**src/rtl/draw_scheduler_pkg.sv**
```systemverilog
// -----------------------------------------------------------------------------
// draw_scheduler_pkg
// Shared definitions for the frame draw scheduler: bus widths, object codes,
// screen geometry and the scheduler state encoding.
//   OBJ_W / X_W / Y_W : widths of the object code and coordinate buses
//   objCode_t         : object codes (0 = nothing requested)
//   ST_*              : scheduler state encoding
//   slotToObject()    : maps an object slot index to its object code
// -----------------------------------------------------------------------------
package draw_scheduler_pkg;

   localparam int OBJ_W = 8;
   localparam int X_W   = 8;
   localparam int Y_W   = 7;

   localparam int X_SCREEN_PIXELS = 160;
   localparam int Y_SCREEN_PIXELS = 120;

   typedef enum logic [OBJ_W-1:0] {
      OBJ_NONE  = 8'd0,
      ROCKET    = 8'd1,
      ASTEROID1 = 8'd2,
      ASTEROID2 = 8'd3,
      ASTEROID3 = 8'd4,
      ASTEROID4 = 8'd5,
      ASTEROID5 = 8'd6,
      ASTEROID6 = 8'd7,
      ASTEROID7 = 8'd8,
      ASTEROID8 = 8'd9
   } objCode_t;

   localparam int STATE_W = 3;

   localparam logic [STATE_W-1:0] ST_IDLE    = 3'd0;
   localparam logic [STATE_W-1:0] ST_SNAP    = 3'd1;
   localparam logic [STATE_W-1:0] ST_BG_REQ  = 3'd2;
   localparam logic [STATE_W-1:0] ST_SEL     = 3'd3;
   localparam logic [STATE_W-1:0] ST_OBJ_REQ = 3'd4;
   localparam logic [STATE_W-1:0] ST_GAP     = 3'd5;
   localparam logic [STATE_W-1:0] ST_DONE    = 3'd6;

   // Slot 0 is the rocket (code 1); slot i draws code i+1.
   function automatic logic [OBJ_W-1:0] slotToObject(input int unsigned slot);
      return OBJ_W'(slot + 1);
   endfunction

endpackage

```
**src/rtl/draw_scheduler_if.sv**
```systemverilog
// -----------------------------------------------------------------------------
// draw_scheduler_if
// Request/done bus between the draw scheduler and the sprite drawer /
// background painter.
//   oPlot       : level request, high while a draw is requested
//   oBackground : high while the background pass is requested
//   oObject     : object code being requested, 0 when none
//   oXCoord     : top-left X of the requested object
//   oYCoord     : top-left Y of the requested object
//   iDone       : sprite drawer finished the current object
//   iBgDone     : background painter finished
// Modports: master = scheduler side, slave = drawer side.
// -----------------------------------------------------------------------------
interface draw_scheduler_if;
   import draw_scheduler_pkg::*;

   logic             oPlot;
   logic             oBackground;
   logic [OBJ_W-1:0] oObject;
   logic [X_W-1:0]   oXCoord;
   logic [Y_W-1:0]   oYCoord;
   logic             iDone;
   logic             iBgDone;

   modport master (
      output oPlot, oBackground, oObject, oXCoord, oYCoord,
      input  iDone, iBgDone
   );

   modport slave (
      input  oPlot, oBackground, oObject, oXCoord, oYCoord,
      output iDone, iBgDone
   );

endinterface

```
**src/rtl/draw_watchdog.sv**
```systemverilog
// -----------------------------------------------------------------------------
// draw_watchdog
// Bounds the time the scheduler waits for a done response.
//   Clock    : system clock
//   Reset    : asynchronous active-low reset
//   iLoad    : clear the count (asserted on the edge entering a wait state)
//   iEnable  : count while waiting
//   oExpired : high in the wait cycle where the count has reached
//              TIMEOUT_CYCLES-1, i.e. the TIMEOUT_CYCLES-th waiting cycle
// -----------------------------------------------------------------------------
module draw_watchdog #(
   parameter int TIMEOUT_CYCLES = 4096
) (
   input  logic Clock,
   input  logic Reset,
   input  logic iLoad,
   input  logic iEnable,
   output logic oExpired
);

   localparam int CNT_W = (TIMEOUT_CYCLES > 1) ? $clog2(TIMEOUT_CYCLES) : 1;
   localparam logic [CNT_W-1:0] LAST_COUNT = CNT_W'(TIMEOUT_CYCLES - 1);

   logic [CNT_W-1:0] count;

   assign oExpired = iEnable && (count == LAST_COUNT);

   // Count saturates at LAST_COUNT; the scheduler leaves the wait state on
   // expiry, so the held value is never observed twice.
   always_ff @(posedge Clock or negedge Reset) begin
      if (!Reset) begin
         count <= '0;
      end else if (iLoad) begin
         count <= '0;
      end else if (iEnable && !oExpired) begin
         count <= count + CNT_W'(1);
      end
   end

endmodule

```
**src/rtl/draw_scheduler.sv**
```systemverilog
// -----------------------------------------------------------------------------
// draw_scheduler
// Sequences one video frame: a background pass followed by every active
// object slot in index order, each handed to the drawer as a level request
// and released by its done response (or a watchdog timeout).
//   Clock       : system clock, all state changes on the rising edge
//   Reset       : asynchronous active-low reset
//   iFrameTick  : one-cycle pulse requesting a new frame
//   iActive     : per-slot enable, bit 0 = rocket
//   iPosX       : packed X per slot, slot i at [8i+7:8i]
//   iPosY       : packed Y per slot, slot i at [7i+6:7i]
//   drawBus     : request/done bus to the drawer (master side)
//   oBusy       : high from the cycle after an accepted tick until DONE
//   oFrameDone  : one-cycle pulse at frame completion
//   oOverrun    : one-cycle pulse after a tick that arrived while busy
//   oError      : sticky, set by any done timeout
// -----------------------------------------------------------------------------
module draw_scheduler
   import draw_scheduler_pkg::*;
#(
   parameter int NUM_OBJECTS    = 9,
   parameter int TIMEOUT_CYCLES = 4096
) (
   input  logic                       Clock,
   input  logic                       Reset,
   input  logic                       iFrameTick,
   input  logic [NUM_OBJECTS-1:0]     iActive,
   input  logic [X_W*NUM_OBJECTS-1:0] iPosX,
   input  logic [Y_W*NUM_OBJECTS-1:0] iPosY,
   draw_scheduler_if.master           drawBus,
   output logic                       oBusy,
   output logic                       oFrameDone,
   output logic                       oOverrun,
   output logic                       oError
);

   // Index must be able to hold NUM_OBJECTS: after the last slot is drawn
   // the index moves one past it and SEL then finishes the frame.
   localparam int IDX_W = (NUM_OBJECTS > 1) ? $clog2(NUM_OBJECTS + 1) : 1;
   localparam logic [IDX_W-1:0] LAST_SLOT = IDX_W'(NUM_OBJECTS - 1);

   logic [STATE_W-1:0]           state;
   logic [STATE_W-1:0]           nextState;
   logic [IDX_W-1:0]             slotIdx;

   logic [NUM_OBJECTS-1:0]       snapActive;
   logic [X_W*NUM_OBJECTS-1:0]   snapPosX;
   logic [Y_W*NUM_OBJECTS-1:0]   snapPosY;

   logic                         curActive;
   logic [X_W-1:0]               curX;
   logic [Y_W-1:0]               curY;

   logic                         waitBg;
   logic                         waitObj;
   logic                         bgExit;
   logic                         objExit;
   logic                         lastScan;
   logic                         idxStep;
   logic                         errSet;

   logic                         wdLoad;
   logic                         wdEnable;
   logic                         wdExpired;

   logic                         overrunReg;
   logic                         errorReg;

   // Current-slot view of the snapshot. An index past the last slot reads
   // as inactive, which lets SEL fall through to DONE.
   always_comb begin
      curActive = 1'b0;
      curX      = '0;
      curY      = '0;
      for (int i = 0; i < NUM_OBJECTS; i++) begin
         if (slotIdx == IDX_W'(i)) begin
            curActive = snapActive[i];
            curX      = snapPosX[X_W*i +: X_W];
            curY      = snapPosY[Y_W*i +: Y_W];
         end
      end
   end

   assign waitBg   = (state == ST_BG_REQ);
   assign waitObj  = (state == ST_OBJ_REQ);
   // Done responses only count in their own wait state; anything else is
   // ignored by construction.
   assign bgExit   = waitBg  && (drawBus.iBgDone || wdExpired);
   assign objExit  = waitObj && (drawBus.iDone   || wdExpired);
   assign lastScan = (slotIdx >= LAST_SLOT);

   // A done arriving in the expiry cycle still counts as a clean finish.
   assign errSet   = wdExpired &&
                     ((waitBg && !drawBus.iBgDone) || (waitObj && !drawBus.iDone));

   assign idxStep  = ((state == ST_SEL) && !curActive && !lastScan) || objExit;

   // Watchdog is cleared on the edge that enters either wait state.
   assign wdLoad   = (state == ST_SNAP) || ((state == ST_SEL) && curActive);
   assign wdEnable = waitBg || waitObj;

   draw_watchdog #(
      .TIMEOUT_CYCLES (TIMEOUT_CYCLES)
   ) uWatchdog (
      .Clock    (Clock),
      .Reset    (Reset),
      .iLoad    (wdLoad),
      .iEnable  (wdEnable),
      .oExpired (wdExpired)
   );

   always_comb begin
      nextState = state;
      case (state)
         ST_IDLE:    if (iFrameTick) nextState = ST_SNAP;
         ST_SNAP:    nextState = ST_BG_REQ;
         ST_BG_REQ:  if (bgExit) nextState = ST_GAP;
         ST_SEL: begin
            if (curActive)     nextState = ST_OBJ_REQ;
            else if (lastScan) nextState = ST_DONE;
         end
         ST_OBJ_REQ: if (objExit) nextState = ST_GAP;
         ST_GAP:     nextState = ST_SEL;
         ST_DONE:    nextState = ST_IDLE;
         default:    nextState = ST_IDLE;
      endcase
   end

   always_ff @(posedge Clock or negedge Reset) begin
      if (!Reset) begin
         state <= ST_IDLE;
      end else begin
         state <= nextState;
      end
   end

   // Frame snapshot: captured once so the caller may update object
   // positions for the next frame while this one is being drawn.
   always_ff @(posedge Clock or negedge Reset) begin
      if (!Reset) begin
         snapActive <= '0;
         snapPosX   <= '0;
         snapPosY   <= '0;
      end else if (state == ST_SNAP) begin
         snapActive <= iActive;
         snapPosX   <= iPosX;
         snapPosY   <= iPosY;
      end
   end

   always_ff @(posedge Clock or negedge Reset) begin
      if (!Reset) begin
         slotIdx <= '0;
      end else if (state == ST_SNAP) begin
         slotIdx <= '0;
      end else if (idxStep) begin
         slotIdx <= slotIdx + IDX_W'(1);
      end
   end

   // Ticks outside IDLE are dropped; the overrun pulse is the only trace.
   always_ff @(posedge Clock or negedge Reset) begin
      if (!Reset) begin
         overrunReg <= 1'b0;
         errorReg   <= 1'b0;
      end else begin
         overrunReg <= iFrameTick && (state != ST_IDLE);
         if (errSet) begin
            errorReg <= 1'b1;
         end
      end
   end

   // Outputs decode directly from registered state, so an asynchronous
   // reset clears them in the same cycle.
   assign drawBus.oPlot       = waitBg || waitObj;
   assign drawBus.oBackground = waitBg;
   assign drawBus.oObject     = waitObj ? slotToObject(int'(unsigned'(slotIdx))) : '0;
   assign drawBus.oXCoord     = waitObj ? curX : '0;
   assign drawBus.oYCoord     = waitObj ? curY : '0;

   assign oBusy      = (state != ST_IDLE) && (state != ST_DONE);
   assign oFrameDone = (state == ST_DONE);
   assign oOverrun   = overrunReg;
   assign oError     = errorReg;

endmodule

```
**src/flat_wrapper.sv**
```systemverilog
// flat-port wrapper written by rule: the top's interface ports become plain ports
module draw_scheduler_flat import draw_scheduler_pkg::*;
#(
   parameter int NUM_OBJECTS    = 9,
   parameter int TIMEOUT_CYCLES = 4096
)
  (Clock, Reset, iFrameTick, iActive, iPosX, iPosY, oBusy, oFrameDone, oOverrun, oError, drawBus_oPlot, drawBus_oBackground, drawBus_oObject, drawBus_oXCoord, drawBus_oYCoord, drawBus_iDone, drawBus_iBgDone);
  draw_scheduler_if drawBus_i ();
  input  logic Clock;
  input  logic Reset;
  input  logic iFrameTick;
  input  logic [NUM_OBJECTS-1:0] iActive;
  input  logic [X_W*NUM_OBJECTS-1:0] iPosX;
  input  logic [Y_W*NUM_OBJECTS-1:0] iPosY;
  output logic oBusy;
  output logic oFrameDone;
  output logic oOverrun;
  output logic oError;
  output wire logic [$bits(drawBus_i.oPlot)-1:0] drawBus_oPlot;
  output wire logic [$bits(drawBus_i.oBackground)-1:0] drawBus_oBackground;
  output wire logic [$bits(drawBus_i.oObject)-1:0] drawBus_oObject;
  output wire logic [$bits(drawBus_i.oXCoord)-1:0] drawBus_oXCoord;
  output wire logic [$bits(drawBus_i.oYCoord)-1:0] drawBus_oYCoord;
  input wire logic [$bits(drawBus_i.iDone)-1:0] drawBus_iDone;
  input wire logic [$bits(drawBus_i.iBgDone)-1:0] drawBus_iBgDone;
  assign drawBus_oPlot = drawBus_i.oPlot;
  assign drawBus_oBackground = drawBus_i.oBackground;
  assign drawBus_oObject = drawBus_i.oObject;
  assign drawBus_oXCoord = drawBus_i.oXCoord;
  assign drawBus_oYCoord = drawBus_i.oYCoord;
  assign drawBus_i.iDone = drawBus_iDone;
  assign drawBus_i.iBgDone = drawBus_iBgDone;
  draw_scheduler #(.NUM_OBJECTS(NUM_OBJECTS), .TIMEOUT_CYCLES(TIMEOUT_CYCLES)) u_core (.Clock(Clock), .Reset(Reset), .iFrameTick(iFrameTick), .iActive(iActive), .iPosX(iPosX), .iPosY(iPosY), .drawBus(drawBus_i), .oBusy(oBusy), .oFrameDone(oFrameDone), .oOverrun(oOverrun), .oError(oError));
endmodule
```
**config.mk**
```make
export PLATFORM = sky130hd
export DESIGN_NAME = draw_scheduler_flat
export DESIGN_NICKNAME = d
export VERILOG_FILES = /design/src/rtl/draw_scheduler_pkg.sv /design/src/rtl/draw_scheduler_if.sv /design/src/rtl/draw_watchdog.sv /design/src/rtl/draw_scheduler.sv /design/src/flat_wrapper.sv
export SDC_FILE = /design/constraint.sdc
export NUM_CORES = 1
export LEC_CHECK = 0
export BUFFER_PORTS_ARGS = -buffer_cell sky130_fd_sc_hd__buf_2
export CAP_MARGIN = 20
export CORE_MARGIN = 1.5
export CORE_UTILIZATION = 28
export DETAILED_ROUTE_END_ITERATION = 16
export GPL_TIMING_DRIVEN = 0
export REMOVE_ABC_BUFFERS = 1
export SYNTH_ARGS = -nofsm -noshare
export SYNTH_HDL_FRONTEND = slang
export SYNTH_SLANG_ARGS = --single-unit
```
**constraint.sdc**
```tcl
create_clock -name Clock -period 6.4 [get_ports Clock]
set_clock_uncertainty 0.15 [all_clocks]
set_input_delay 0 -clock Clock [delete_from_list [all_inputs] [get_ports Clock]]
set_output_delay 0 -clock Clock [all_outputs]
set_load 0.05 [all_outputs]
```
After elaboration in Yosys (flattened, before gate mapping)
Cells that the tools add are included.
{"block": "totals", "reg_bits": 165, "out_inout_bits": 29, "word_cells": 101}
{"block": "op_classes", "n_addsub": 3, "magnitude_cmp": 1, "eq_ne": 20, "n_mux": 40, "n_reduce_logical": 29}
{"op": "2-to-1 mux 8 bit", "n": 11}
{"op": "2-to-1 mux 7 bit", "n": 10}
{"op": "2-to-1 mux 12 bit", "n": 2}
{"op": "case mux 3 bit (6 select lines)", "n": 1}
{"op": "equality test 4 x 3 -> 1 bit, second input constant", "n": 4}
{"op": "2-to-1 mux 3 bit", "n": 5}
{"op": "adder 12 x 1 -> 12 bit, second input constant", "n": 1}
{"op": "equality test 12 bit, second input constant", "n": 1}
{"op": "logical AND 1 bit", "n": 12}
{"op": "equality test 3 bit, second input constant", "n": 3}
{"op": "2-to-1 mux 1 bit", "n": 9}
{"op": "equality test 4 x 2 -> 1 bit, second input constant", "n": 2}
{"op": "2-to-1 mux 4 bit", "n": 2}
{"op": "equality test 3 x 2 -> 1 bit, second input constant", "n": 2}
{"op": "logical OR 1 bit", "n": 6}
{"op": "inequality test 2 bit, second input constant", "n": 3}
{"op": "adder 4 x 1 -> 5 bit, second input constant", "n": 1}
{"op": "logical NOT 1 bit", "n": 5}
{"op": "adder 4 x 1 -> 4 bit, second input constant", "n": 1}
{"op": "equality test 4 x 1 -> 1 bit, second input constant", "n": 1}
{"op": "equality test 4 bit, second input constant", "n": 1}
{"op": ">= comparator 4 bit, second input constant", "n": 1}
{"op": "logical NOT 4 bit", "n": 1}
{"op": "AND reduction 4 bit", "n": 1}
{"op": "other kinds (6)", "n": 7}

Depth between registers and ports, before layout
Gate-level depths: netlist of the first run.
{"block": "logic_depth", "depth_word": 16, "depth_mapped": 9}

Cells and area by module
A second synthesis of the first run with hierarchy kept.
{"block": "unflattened", "hier_cells": 717, "hier_area_um2": 8099.0}
{"mod": "draw_scheduler", "n_inst": 1, "cells_per_inst": 645, "area_per_inst_um2": 7388.3, "seq_area_each_um2": 3828.7}
{"mod": "draw_watchdog", "n_inst": 1, "cells_per_inst": 72, "area_per_inst_um2": 710.7, "seq_area_each_um2": 300.3}

Worst setup path before layout of the first run
Ideal clock, no wire load.
{"block": "synth_timing", "path_kind": "reg-to-output", "start": "register u_core.slotIdx[0]", "end": "output port drawBus_oXCoord[0]", "arrival_ns": 2.385, "setup_slack_ns": 3.865, "stages_incl_launch_ff": 10, "path_buffers": 2, "cell_sequence": "dfrtp_1 > inv_1 > ha_1 > nor2b_1 > clkbuf_1 > clkbuf_1 > a22oi_1 > o21ai_0 > a21oi_1 > o21ai_1"}
{"block": "synth_via", "elab_chain_len": 11, "elab_cells_between_ends": 19, "cone_classes": "eq/ne (8); mux (10); reduce/logical (1)"}
{"element": "from (decl)", "line": "draw_scheduler.sv:44", "source": "logic [IDX_W-1:0] slotIdx;"}
{"element": "from (signal assigned)", "line": "draw_scheduler.sv:157", "source": "slotIdx <= slotIdx + IDX_W'(1);"}
{"element": "logical NOT 4 bit", "line": "draw_scheduler.sv:76", "source": "if (slotIdx == IDX_W'(i)) begin"}
{"element": "2-to-1 mux 8 bit (8 in series)", "line": "draw_scheduler.sv:76"}
{"element": "2-to-1 mux 8 bit (*)", "line": "draw_scheduler.sv:76"}
{"element": "2-to-1 mux 8 bit (*)", "line": "draw_scheduler.sv:179", "source": "assign drawBus.oXCoord = waitObj ? curX : '0;"}
{"element": "to (decl)", "line": "flat_wrapper.sv:22", "source": "output wire logic [$bits(drawBus_i.oXCoord)-1:0] drawBus_oXCoord;"}
Mark *: on every way between the ends. The rest lies on a longest branch, timed or not.

Final worst setup path of the first run
{"block": "layout_timing", "start": "register u_core.slotIdx[0]", "end": "output port drawBus_oYCoord[5]"}
{"block": "layout_via", "elab_chain_len": 11, "elab_cells_between_ends": 19, "cone_classes": "eq/ne (8); mux (10); reduce/logical (1)"}
{"element": "logical NOT 4 bit", "line": "draw_scheduler.sv:76"}
{"element": "2-to-1 mux 7 bit (8 in series)", "line": "draw_scheduler.sv:76"}
{"element": "2-to-1 mux 7 bit (*)", "line": "draw_scheduler.sv:76"}
{"element": "2-to-1 mux 7 bit (*)", "line": "draw_scheduler.sv:180", "source": "assign drawBus.oYCoord = waitObj ? curY : '0;"}
{"element": "to (decl)", "line": "flat_wrapper.sv:23", "source": "output wire logic [$bits(drawBus_i.oYCoord)-1:0] drawBus_oYCoord;"}
Marked as above.

==> impl_metrics.csv, run 1 <==
group,metric,value,unit
sta,max_clock_freq,0.289,GHz
hold_path,hold_path.class,"input pin to flop",
grt,antenna_found_initial,0,
detailed_routing,antenna_left,0,
setup_path,cp_data_required_time,6.25,ns
setup_path,cp_cell_sequence,"ha_1, nor2b_2, a22oi_1, o21ai_0, a21oi_1, o21ai_1, buf_2",
floorplanning,die-height,170,µm
detailed_routing,drt_iter0_drc,563,
placement,port_buffers,174,
clocking,clockRootBuffer,"clkbuf_16",
floorplanning,io-pin-count,178,
cells_and_area,area_growth,43.7,%
cells_and_area,regArea,0.00413,mm²
sta,setup_viol_count_final,0,
clocking,cts_resized,0,
synthesis,synth_top_area_share,0.526,
sta,period_share,0.540,
detailed_routing,via_per_inst,4.62,
clocking,cts.sinks,165,
placement,hpwl,15800,µm
grt,grt_pass1_vias,7275,
synthesis,synth_largest_area_cell,"dfrtp_1",
setup_path,start_kind,"flop",
setup_path,worstPathArrival,3.31,ns
synthesis,synth-edff-count,0,
grt,grt_pass1_wl,39300,µm
floorplanning,die_w,170,µm
placement,pre_cts_slack,2.62,ns
floorplanning,coreArea,0.0277,mm²
power_and_ir_drop,internal_power,2.75,mW
clocking,postCtsSetupRepairBufs,0,
sta,fin_ws,2.94,ns
clocking,clk_latency,0.42,ns
synthesis,ys_top_cells_by_area,"dfrtp_1 53%, nand2_1 22%, o21ai_0 2.0%",
clocking,cts_tree,"built",
grt,grt_max_degree,115,
setup_path,crit_path_end_kind,"output port",
grt,grt_usage,0.176,
cells_and_area,final.fill_count,2753,
setup_path,cpPeakStageDelay,0.82,ns
clocking,clk_pin_slew_worst_paths,0.08,ns
detailed_routing,firstDrtPassIters,6,
setup_path,path_max_fanout,16,
sta,fin_hold_ws,0.137,ns
power_and_ir_drop,p_switching,1.99,mW
synthesis,seq_area_frac_synth,0.526,
power_and_ir_drop,p_comb_frac,0.401,
floorplanning,rows,61,
detailed_routing,drc,0,
detailed_routing,wl,25000,µm
sta,hold_viol,0,
sta,slew_viol_final,0,
detailed_routing,wl_met2,11900,µm
synthesis,avgSynthCellArea,8.53,µm²
synthesis,ys_types,61,
sta,rsz0062_at_grt,"false",
setup_path,timing.reg2reg.setup_slack,3.10,ns
detailed_routing,dr_wl_met3,1270,µm
sta,slew_headroom,0.355,
detailed_routing,drt-wirelength-per-cell,15.5,µm
flow_run,drv_cap,0,
synthesis,async_flop_share,1.00,
power_and_ir_drop,powerDensity,421,mW/mm²
placement,gp_congestion,0.824,
power_and_ir_drop,p_seq_frac,0.380,
floorplanning,die_area,0.0290,mm²
synthesis,ys_warn_count,0,
detailed_routing,vias,7418,
detailed_routing,met1Wirelength,11500,µm
synthesis,ys_seq_elements,165,
power_and_ir_drop,ir_worst_vdd,0.200,mV
outcome,outcome,"finished clean",
detailed_routing,top_layer,"met4",
power_and_ir_drop,switching_share,0.419,
power_and_ir_drop,p_leak,5.59,nW
cells_and_area,finalNetCount,1369,
floorplanning,start_util,0.283,
synthesis,yosysMostFrequentCell,"nand2_1",
synthesis,yosys-top-cells-count,"452 x nand2_1, 165 x dfrtp_1, 32 x clkbuf_1, 31 x o21ai_0",
synthesis,ys.flop_type,"dfrtp_1",
sta,tightest_slew,0.964,ns
clocking,cts.path.max_buffers,2,
power_and_ir_drop,p_clk_frac,0.220,
cells_and_area,drive_gt1_frac,0.208,
grt,overflow,0,
cells_and_area,multiInputGateArea,0.00340,mm²
clocking,cts_buffers,17,
setup_path,worstSetupPathType,"flop to output port",
synthesis,synthCells,920,
clocking,cts_max_level,4,
synthesis,syn_area,0.00785,mm²
sta,fin_crit,3.46,ns
setup_path,crit_slowest_cell,"nor2b_2",
-- timing repair --
item / 4_1_cts / 5_1_grt
hold buffers: 150 / 0
endpoints found under the setup margin: 0 / 0
endpoints found under the hold margin: 316 / 0
-- final cells by class --
class                      count  area share
multi-input combinational    684       0.301
tap                          378      0.0419
clock buffer                  18      0.0389
inverter                      10     0.00333
timing repair buffer         337       0.234
clock inverter                14      0.0136
sequential                   165       0.366
antenna                        1    0.000222
-- metrics by stage --
step            util  total power [mW]  instance area [µm²]  cells  setup TNS (ns)
2_1_floorplan      -              3.04                 7550    859               0
3_3_place_gp   0.321              3.64                 8900   1411         -287.26
3_5_place_dp   0.330              3.65                 9140   1422               0
4_1_cts        0.406              4.78                11200   1604               0
5_1_grt        0.407              5.13                11300   1606               0
6_report       0.407              4.74                11300   1607               0
-- critical path, delay by kind of cell (launching register included) --
family | cells | cell delay, ns
buf+inv | 1 | 0.29
compound gates | 4 | 0.88
simple gates | 1 | 0.82
flops | 1 | 0.47
fa+ha+maj | 1 | 0.42
-- kinds of logic (layout without fill, tap and decap cells) --
logic type | after synthesis | in the layout | synth area share
other | 1 | 4 | 0.000478
and+or+nand+nor | 527 | 527 | 0.282
adders and majority gates | 5 | 5 | 0.00797
buffers and inverters | 73 | 379 | 0.0430
AOI/OAI and AO/OA | 133 | 133 | 0.122
xor gates and xnor gates | 14 | 14 | 0.0156
DFF | 165 | 165 | 0.526
muxes | 2 | 2 | 0.00255
-- power groups by stage --
stage          Combinational [mW]  Sequential (mW)  Clock [mW]
5_1_grt                      2.16             1.86        1.11
2_1_floorplan                1.29             1.74           0
3_5_place_dp                 1.84             1.81           0
4_1_cts                      1.92             1.79        1.07
3_3_place_gp                 1.84             1.80           0
6_report                     1.90             1.80        1.04
-- per-layer routing --
layer,up-vias,GRT usage
met5,-,0
met4,0,0.0373
met3,14,0.0328
met2,223,0.291
met1,3562,0.239
li1,3619,-
-- state kept, by name, indices dropped and copies added (netlist names) --
| name | count |
|---|---|
| u_core.oOverrun | 1 |
| u_core.oError | 1 |
| u_core.uWatchdog.count | 12 |
| u_core.snapPosY | 63 |
| u_core.snapPosX | 72 |
| u_core.snapActive | 9 |
| u_core.state | 3 |
| u_core.slotIdx | 4 |
-- cell usage in the layout, fill, tap and decap left out, types with 4 or more instances in the layout --
master	n
nand2_1	452
buf_2	173
dfrtp_1	165
dlygate4sd3_1	149
o21ai_0	31
a21oi_1	21
o21ai_1	18
clkbuf_16	17
a22oi_1	16
a221o_1	15
a222oi_1	15
nor2_2	12
xor2_1	9
inv_1	8
nand3_1	8
nor2_1	8
nand4_1	6
and3_1	6
xnor2_1	5
ha_1	5
buf_16	5
nor3_2	4
inv_8	4
buf_6	4
-- worst paths after layout --
path | depth (start not counted) | to | startpoint
max | 7 | drawBus_oYCoord[5] | u_core.slotIdx[0]
min | 4 | u_core.snapPosX[70] | iPosX[70]
max reg2reg | 6 | u_core.uWatchdog.count[1] | u_core.slotIdx[0]
min reg2reg | 1 | u_core.oError | u_core.oError
max in group asynchronous | 4 | u_core.snapPosX[46] | Reset
min in group asynchronous | 4 | u_core.uWatchdog.count[3] | Reset
Note: power is estimated with default switching activity, not from simulation.
==> run 2: changes to the inputs <==
==> constraint.sdc (replaced) <==
create_clock -name Clock -period 3.47 [get_ports Clock]
set_clock_uncertainty 0.15 [all_clocks]
set_input_delay 0 -clock Clock [delete_from_list [all_inputs] [get_ports Clock]]
set_output_delay 0 -clock Clock [all_outputs]
set_load 0.05 [all_outputs]
==> run 2 against run 1 <==
Compared with the run above:
- via count fell by 0.27%
- cell area is the same
- worst setup slack worse by 2.7 ns
- sequential share of layout area unchanged
- sequential power increased by 84%
- first-iteration DRC count up 6.2%
- core utilization unchanged
- highest routed layer unchanged
- global-route usage hardly changed
- count of clock-buffer cells in the layout is the same
- hold slack worse by 0.0012 ns
- flip-flop and latch count stayed put
- critical path type unchanged
==> impl_metrics.csv, run 2 (synthesis results as in run 1) <==
group,metric,value,unit
floorplanning,rows,61,
setup_path,start_kind,"flop",
placement,hpwl,15800,µm
grt,globalRouteMet1Util,0.238,
sta,slew_headroom,0.418,
power_and_ir_drop,p_leak,5.58,nW
cells_and_area,diodes,0,
sta,max_clock_freq,0.312,GHz
detailed_routing,drc,0,
grt,grt_pass1_vias,7272,
clocking,clk_pin_slew_worst_paths,0.08,ns
sta,rsz0062_at_grt,"false",
setup_path,worstPathArrival,3.06,ns
outcome,outcome,"finished clean",
clocking,cts_tree,"built",
grt,grt_max_degree,115,
detailed_routing,drt-wirelength-per-cell,15.4,µm
grt,met3_usage,0.0328,
sta,period_share,0.924,
grt,antenna_found_initial,0,
detailed_routing,antenna_left,0,
clocking,clockRootBuffer,"clkbuf_16",
power_and_ir_drop,p_total,8.73,mW
setup_path,crit_path_end_kind,"output port",
detailed_routing,firstDrtPassIters,6,
sta,tightest_slew,0.873,ns
placement,dp.cells,1422,
detailed_routing,drt_iter0_drc,598,
clocking,cts.sinks,165,
flow_run,drv_cap,0,
cells_and_area,area_growth,43.7,%
setup_path,cp_cell_sequence,"ha_1, inv_1, nor3_2, buf_6, a221o_1, a21oi_1, o21ai_1, buf_2",
grt,overflow,0,
placement,port_buffers,174,
cells_and_area,drive_gt1_frac,0.208,
grt,grt_pass1_wl,39300,µm
cells_and_area,finalNetCount,1368,
floorplanning,die-height,170,µm
sta,slew_viol_final,0,
detailed_routing,vias,7398,
clocking,clk_latency,0.42,ns
cells_and_area,layout.cells.most_common_list,"452 x nand2_1, 173 x buf_2, 165 x dfrtp_1",
setup_path,worstSetupPathType,"flop to output port",
grt,busiest_layer,"met2",
grt,grt_use_met2,0.292,
cells_and_area,finalNonFillerCells,1605,
floorplanning,die_w,170,µm
floorplanning,io-pin-count,178,
sta,hold_viol,0,
floorplanning,coreArea,0.0277,mm²
grt,grt_usage,0.176,
cells_and_area,largest_registers,"u_core.snapPosX x72, u_core.snapPosY x63, u_core.uWatchdog.count x12",
detailed_routing,wl,24700,µm
cells_and_area,top_register,"u_core.snapPosX",
setup_path,path_max_fanout,11,
clocking,cts_buffers,17,
setup_path,cpPeakStageDelay,0.53,ns
power_and_ir_drop,powerDensity,774,mW/mm²
hold_path,hold_path.class,"input pin to flop",
placement,gp_congestion,0.824,
cells_and_area,final_common_cell,"nand2_1",
setup_path,crit_slowest_cell,"ha_1",
detailed_routing,via_per_inst,4.61,
cells_and_area,largest_reg_flops,72,
power_and_ir_drop,ir_worst_vdd,0.367,mV
sta,setup_viol_count_final,0,
setup_path,cp_data_required_time,3.32,ns
floorplanning,die_area,0.0290,mm²
floorplanning,start_util,0.283,
clocking,cts.path.max_buffers,2,
sta,fin_crit,3.21,ns
clocking,cts_max_level,4,
run 2: cell types whose count changed in the layout (fill, tap and decap cells not counted), sizes merged:
cell	change
buf	-1
diode	-1
run 2: area by class of cell:
class | instances | area (µm²)
clock buffer | 18 | 439
clock inverter | 14 | 154
fill | 2744 | 16400
inverter | 10 | 37.5
multi-input combinational | 684 | 3410
sequential | 165 | 4130
tap | 378 | 473
timing repair buffer | 336 | 2640
run 2: per-layer routing:
| layer | wire [µm] | part of all wire |
|---|---|---|
| met2 | 11900 | 0.48 |
| met4 | 216 | 0.0087 |
| met3 | 1280 | 0.052 |
| met1 | 11300 | 0.46 |
| met5 | 0 | 0 |
run 2: report_power, final:
part	leakage, nW	internal (mW)	switching (mW)
clock	0.288	0.988	0.928
sequential	2.05	2.81	0.510
combinational	3.24	1.27	2.22
run 2: path summary, 6_finish.rpt:
check                                  start                         end  slack (ns)  cells after the start
setup / recovery           u_core.slotIdx[0]          drawBus_oYCoord[2]        0.26                      8
hold / removal                     iPosX[70]         u_core.snapPosX[70]        0.14                      4
setup reg to reg           u_core.slotIdx[1]  u_core.uWatchdog.count[11]        0.33                      7
hold reg to reg                u_core.oError               u_core.oError        0.32                      1
max in group asynchronous              Reset         u_core.snapPosX[43]        2.07                      4
min in group asynchronous              Reset   u_core.uWatchdog.count[3]        0.52                      4
run 2: critical path: cells and delay by family, from the launching register on:
kind / cells / cell delay, ns
buffers and inverters: 3 / 0.73
adders and majority gates: 1 / 0.53
AOI/OAI and AO/OA: 3 / 0.44
DFF: 1 / 0.48
and+or+nand+nor: 1 / 0.46
run 2: repair_timing:
action                     4_1_cts  5_1_grt
setup buffers                    1        0
hold buffers                   150        0
resized for setup                2        1
setup endpoints to repair       27        1
hold endpoints to repair       316        0
pin swaps                        1        0
run 2: through the flow:
stage,hold WS (ns),cell area [µm²],util,TNS [ns],setup slack [ns]
6_report,0.135,11300,0.407,0,0.263
5_1_grt,0.135,11300,0.407,0,0.00490
4_1_cts,0.111,11300,0.407,0,0.153
3_5_place_dp,-0.207,9140,0.330,-3.23,-0.305
3_3_place_gp,0.0423,8900,0.321,-809.54,-5.21
2_1_floorplan,-0.446,7550,-,-312.18,-2.20
==> run 3: changes to the inputs <==
--- a/config.mk
+++ b/config.mk
@@ -8,9 +8,11 @@
 export BUFFER_PORTS_ARGS = -buffer_cell sky130_fd_sc_hd__buf_2
 export CAP_MARGIN = 20
 export CORE_MARGIN = 1.5
-export CORE_UTILIZATION = 28
+export CORE_UTILIZATION = 54
+export CTS_CLUSTER_SIZE = 24
 export DETAILED_ROUTE_END_ITERATION = 16
 export GPL_TIMING_DRIVEN = 0
+export PLACE_DENSITY = 0.8
 export REMOVE_ABC_BUFFERS = 1
 export SYNTH_ARGS = -nofsm -noshare
 export SYNTH_HDL_FRONTEND = slang
==> run 3 against run 2 <==
Compared with the run above:
- sequential power is 2% higher
- total power is 1.2% higher
- routed wire length is 3.0% higher
- non-clock buffer count is 3 lower
- critical path type unchanged
- via count is 8.6% higher
- first-iteration DRC count is 45% higher
- fmax is 2.5% lower
==> impl_metrics.csv, run 3 (synthesis results as in run 1) <==
group,metric,value,unit
outcome,outcome,"finished clean",
detailed_routing,wl,25500,µm
cells_and_area,layout.cells.most_common_list,"452 x nand2_1, 173 x buf_2, 165 x dfrtp_1",
cells_and_area,area_growth,40.3,%
floorplanning,rows,43,
cells_and_area,final.fill_count,878,
power_and_ir_drop,ir_worst_vdd,0.569,mV
setup_path,crit_buf_inv,2,
sta,setup_viol_count_final,0,
placement,port_buffers,174,
detailed_routing,drc,0,
setup_path,crit_path_end_kind,"output port",
sta,slew_viol_final,0,
cells_and_area,drive_gt1_frac,0.206,
setup_path,start_kind,"flop",
floorplanning,die_area,0.0153,mm²
setup_path,path_depth,7,
grt,grt_pass1_vias,7990,
setup_path,worstPathArrival,3.14,ns
setup_path,critPathTopFamily,"simple AND/OR/NAND/NOR gates",
hold_path,hold_depth,4,
detailed_routing,drt_iter0_drc,866,
cells_and_area,top_register,"u_core.snapPosX",
hold_path,hold_path.class,"input pin to flop",
clocking,cts_max_level,4,
sta,fin_crit,3.29,ns
cells_and_area,multiInputGateArea,0.00342,mm²
cells_and_area,largest_reg_flops,72,
setup_path,cp_cell_sequence,"inv_1, ha_1, and3b_1, nor2b_2, a222oi_1, o21ai_1, buf_2",
clocking,cts.path.max_buffers,2,
floorplanning,die-height,124,µm
sta,period_share,0.948,
sta,rsz0062_at_grt,"false",
floorplanning,die_w,124,µm
grt,grt_max_degree,106,
cells_and_area,final_core_util,0.784,
cells_and_area,final_area,0.0110,mm²
detailed_routing,antenna_left,0,
floorplanning,start_util,0.559,
power_and_ir_drop,p_total,8.84,mW
grt,grt_pass1_wl,39700,µm
grt,overflow,0,
clocking,cts_buffers,17,
flow_run,drv_cap,0,
detailed_routing,vias,8037,
placement,placed_area,0.00884,mm²
sta,max_clock_freq,0.304,GHz
clocking,cts.sinks,165,
placement,gp_congestion,0.798,
grt,grt_usage,0.347,
cells_and_area,final_common_cell,"nand2_1",
floorplanning,io-pin-count,178,
placement,dp.cells,1221,
floorplanning,coreArea,0.0140,mm²
placement,hpwl,13200,µm
power_and_ir_drop,p_leak,5.56,nW
sta,hold_viol,0,
detailed_routing,drt-wirelength-per-cell,18.1,µm
clocking,clk_pin_slew_worst_paths,0.07,ns
clocking,cts_tree,"built",
setup_path,path_max_fanout,15,
detailed_routing,firstDrtPassIters,6,
power_and_ir_drop,powerDensity,803,mW/mm²
cells_and_area,regArea,0.00413,mm²
clocking,clockRootBuffer,"clkbuf_16",
detailed_routing,via_per_inst,5.72,
grt,antenna_found_initial,0,
sta,slew_headroom,0.413,
setup_path,ff2ff_path_depth,6,
clocking,clk_latency,0.43,ns
sta,tightest_slew,0.877,ns
cells_and_area,finalNetCount,1365,
cells_and_area,finalNonFillerCells,1405,
setup_path,cp_data_required_time,3.32,ns
setup_path,worstSetupPathType,"flop to output port",
cells_and_area,largest_registers,"u_core.snapPosX x72, u_core.snapPosY x63, u_core.uWatchdog.count x12",
setup_path,cpPeakStageDelay,0.78,ns
setup_path,crit_slowest_cell,"nor2b_2",
-- run 3: cell types whose count changed in the layout (fill, tap and decap cells not counted), moves of 2 or more --
cell and delta:
inv_6 +3, buf_6 -2, clkinv_8 -2, nor2b_2 +2, inv_8 -3, nor3_4 +3
bufinv_16 +2, nor2b_4 -2, nor3_2 -3
-- run 3: stage by stage --
step           hold slack (ns)  setup WS (ns)  setup TNS, ns
3_3_place_gp            0.0424          -4.73        -659.45
4_1_cts                  0.122         0.0692              0
2_1_floorplan           -0.446          -2.20        -312.18
3_5_place_dp            -0.187        -0.0600         -0.149
5_1_grt                  0.151         0.0222              0
6_report                 0.141          0.179              0
-- run 3: layout make-up --
class                      instances  area share
inverter                          10     0.00341
antenna                            1    0.000227
tap                              180      0.0205
multi-input combinational        684       0.311
timing repair buffer             333       0.235
clock buffer                      19      0.0411
sequential                       165       0.375
clock inverter                    13      0.0142
-- run 3: layer usage --
layer	wire length, µm	vias to the layer above	GRT usage	share of wire
li1	-	3607	-	-
met1	9550	3840	0.412	0.38
met2	12800	475	0.584	0.50
met3	1890	115	0.0789	0.074
met4	1170	0	0.192	0.046
met5	0	-	0	0
-- run 3: report_power, final --
group / internal [mW] / switching, mW / leakage (nW)
Sequential: 2.82 / 0.559 / 2.05
Clock: 1.12 / 0.847 / 0.294
Combinational: 1.24 / 2.25 / 3.21
Total: 5.18 / 3.66 / 5.56
-- run 3: repair_timing --
action | in CTS | in global routing
gates resized for setup | 4 | 1
cloned | 0 | 0
buffers inserted | 0 | 1
hold endpoints to repair | 315 | 0
hold buffers | 150 | 0
setup endpoints to repair | 21 | 24
pin swaps | 0 | 1
-- run 3: worst min-delay path, stage by stage --
cell	delay, ns
dlygate4sd3_1	0.52
buf_2	0.09
nand2_1	0.04
nand2_1	0.05
-- run 3: path summary, 6_finish.rpt --
path | startpoint | slack, ns | end
max in group asynchronous | Reset | 2.17 | u_core.snapPosY[48]
min reg2reg | u_core.snapPosY[35] | 0.32 | u_core.snapPosY[35]
max | u_core.slotIdx[0] | 0.18 | drawBus_oXCoord[6]
max reg2reg | u_core.slotIdx[0] | 0.24 | u_core.uWatchdog.count[11]
min | iPosX[2] | 0.14 | u_core.snapPosX[2]
min in group asynchronous | Reset | 0.52 | u_core.uWatchdog.count[3]
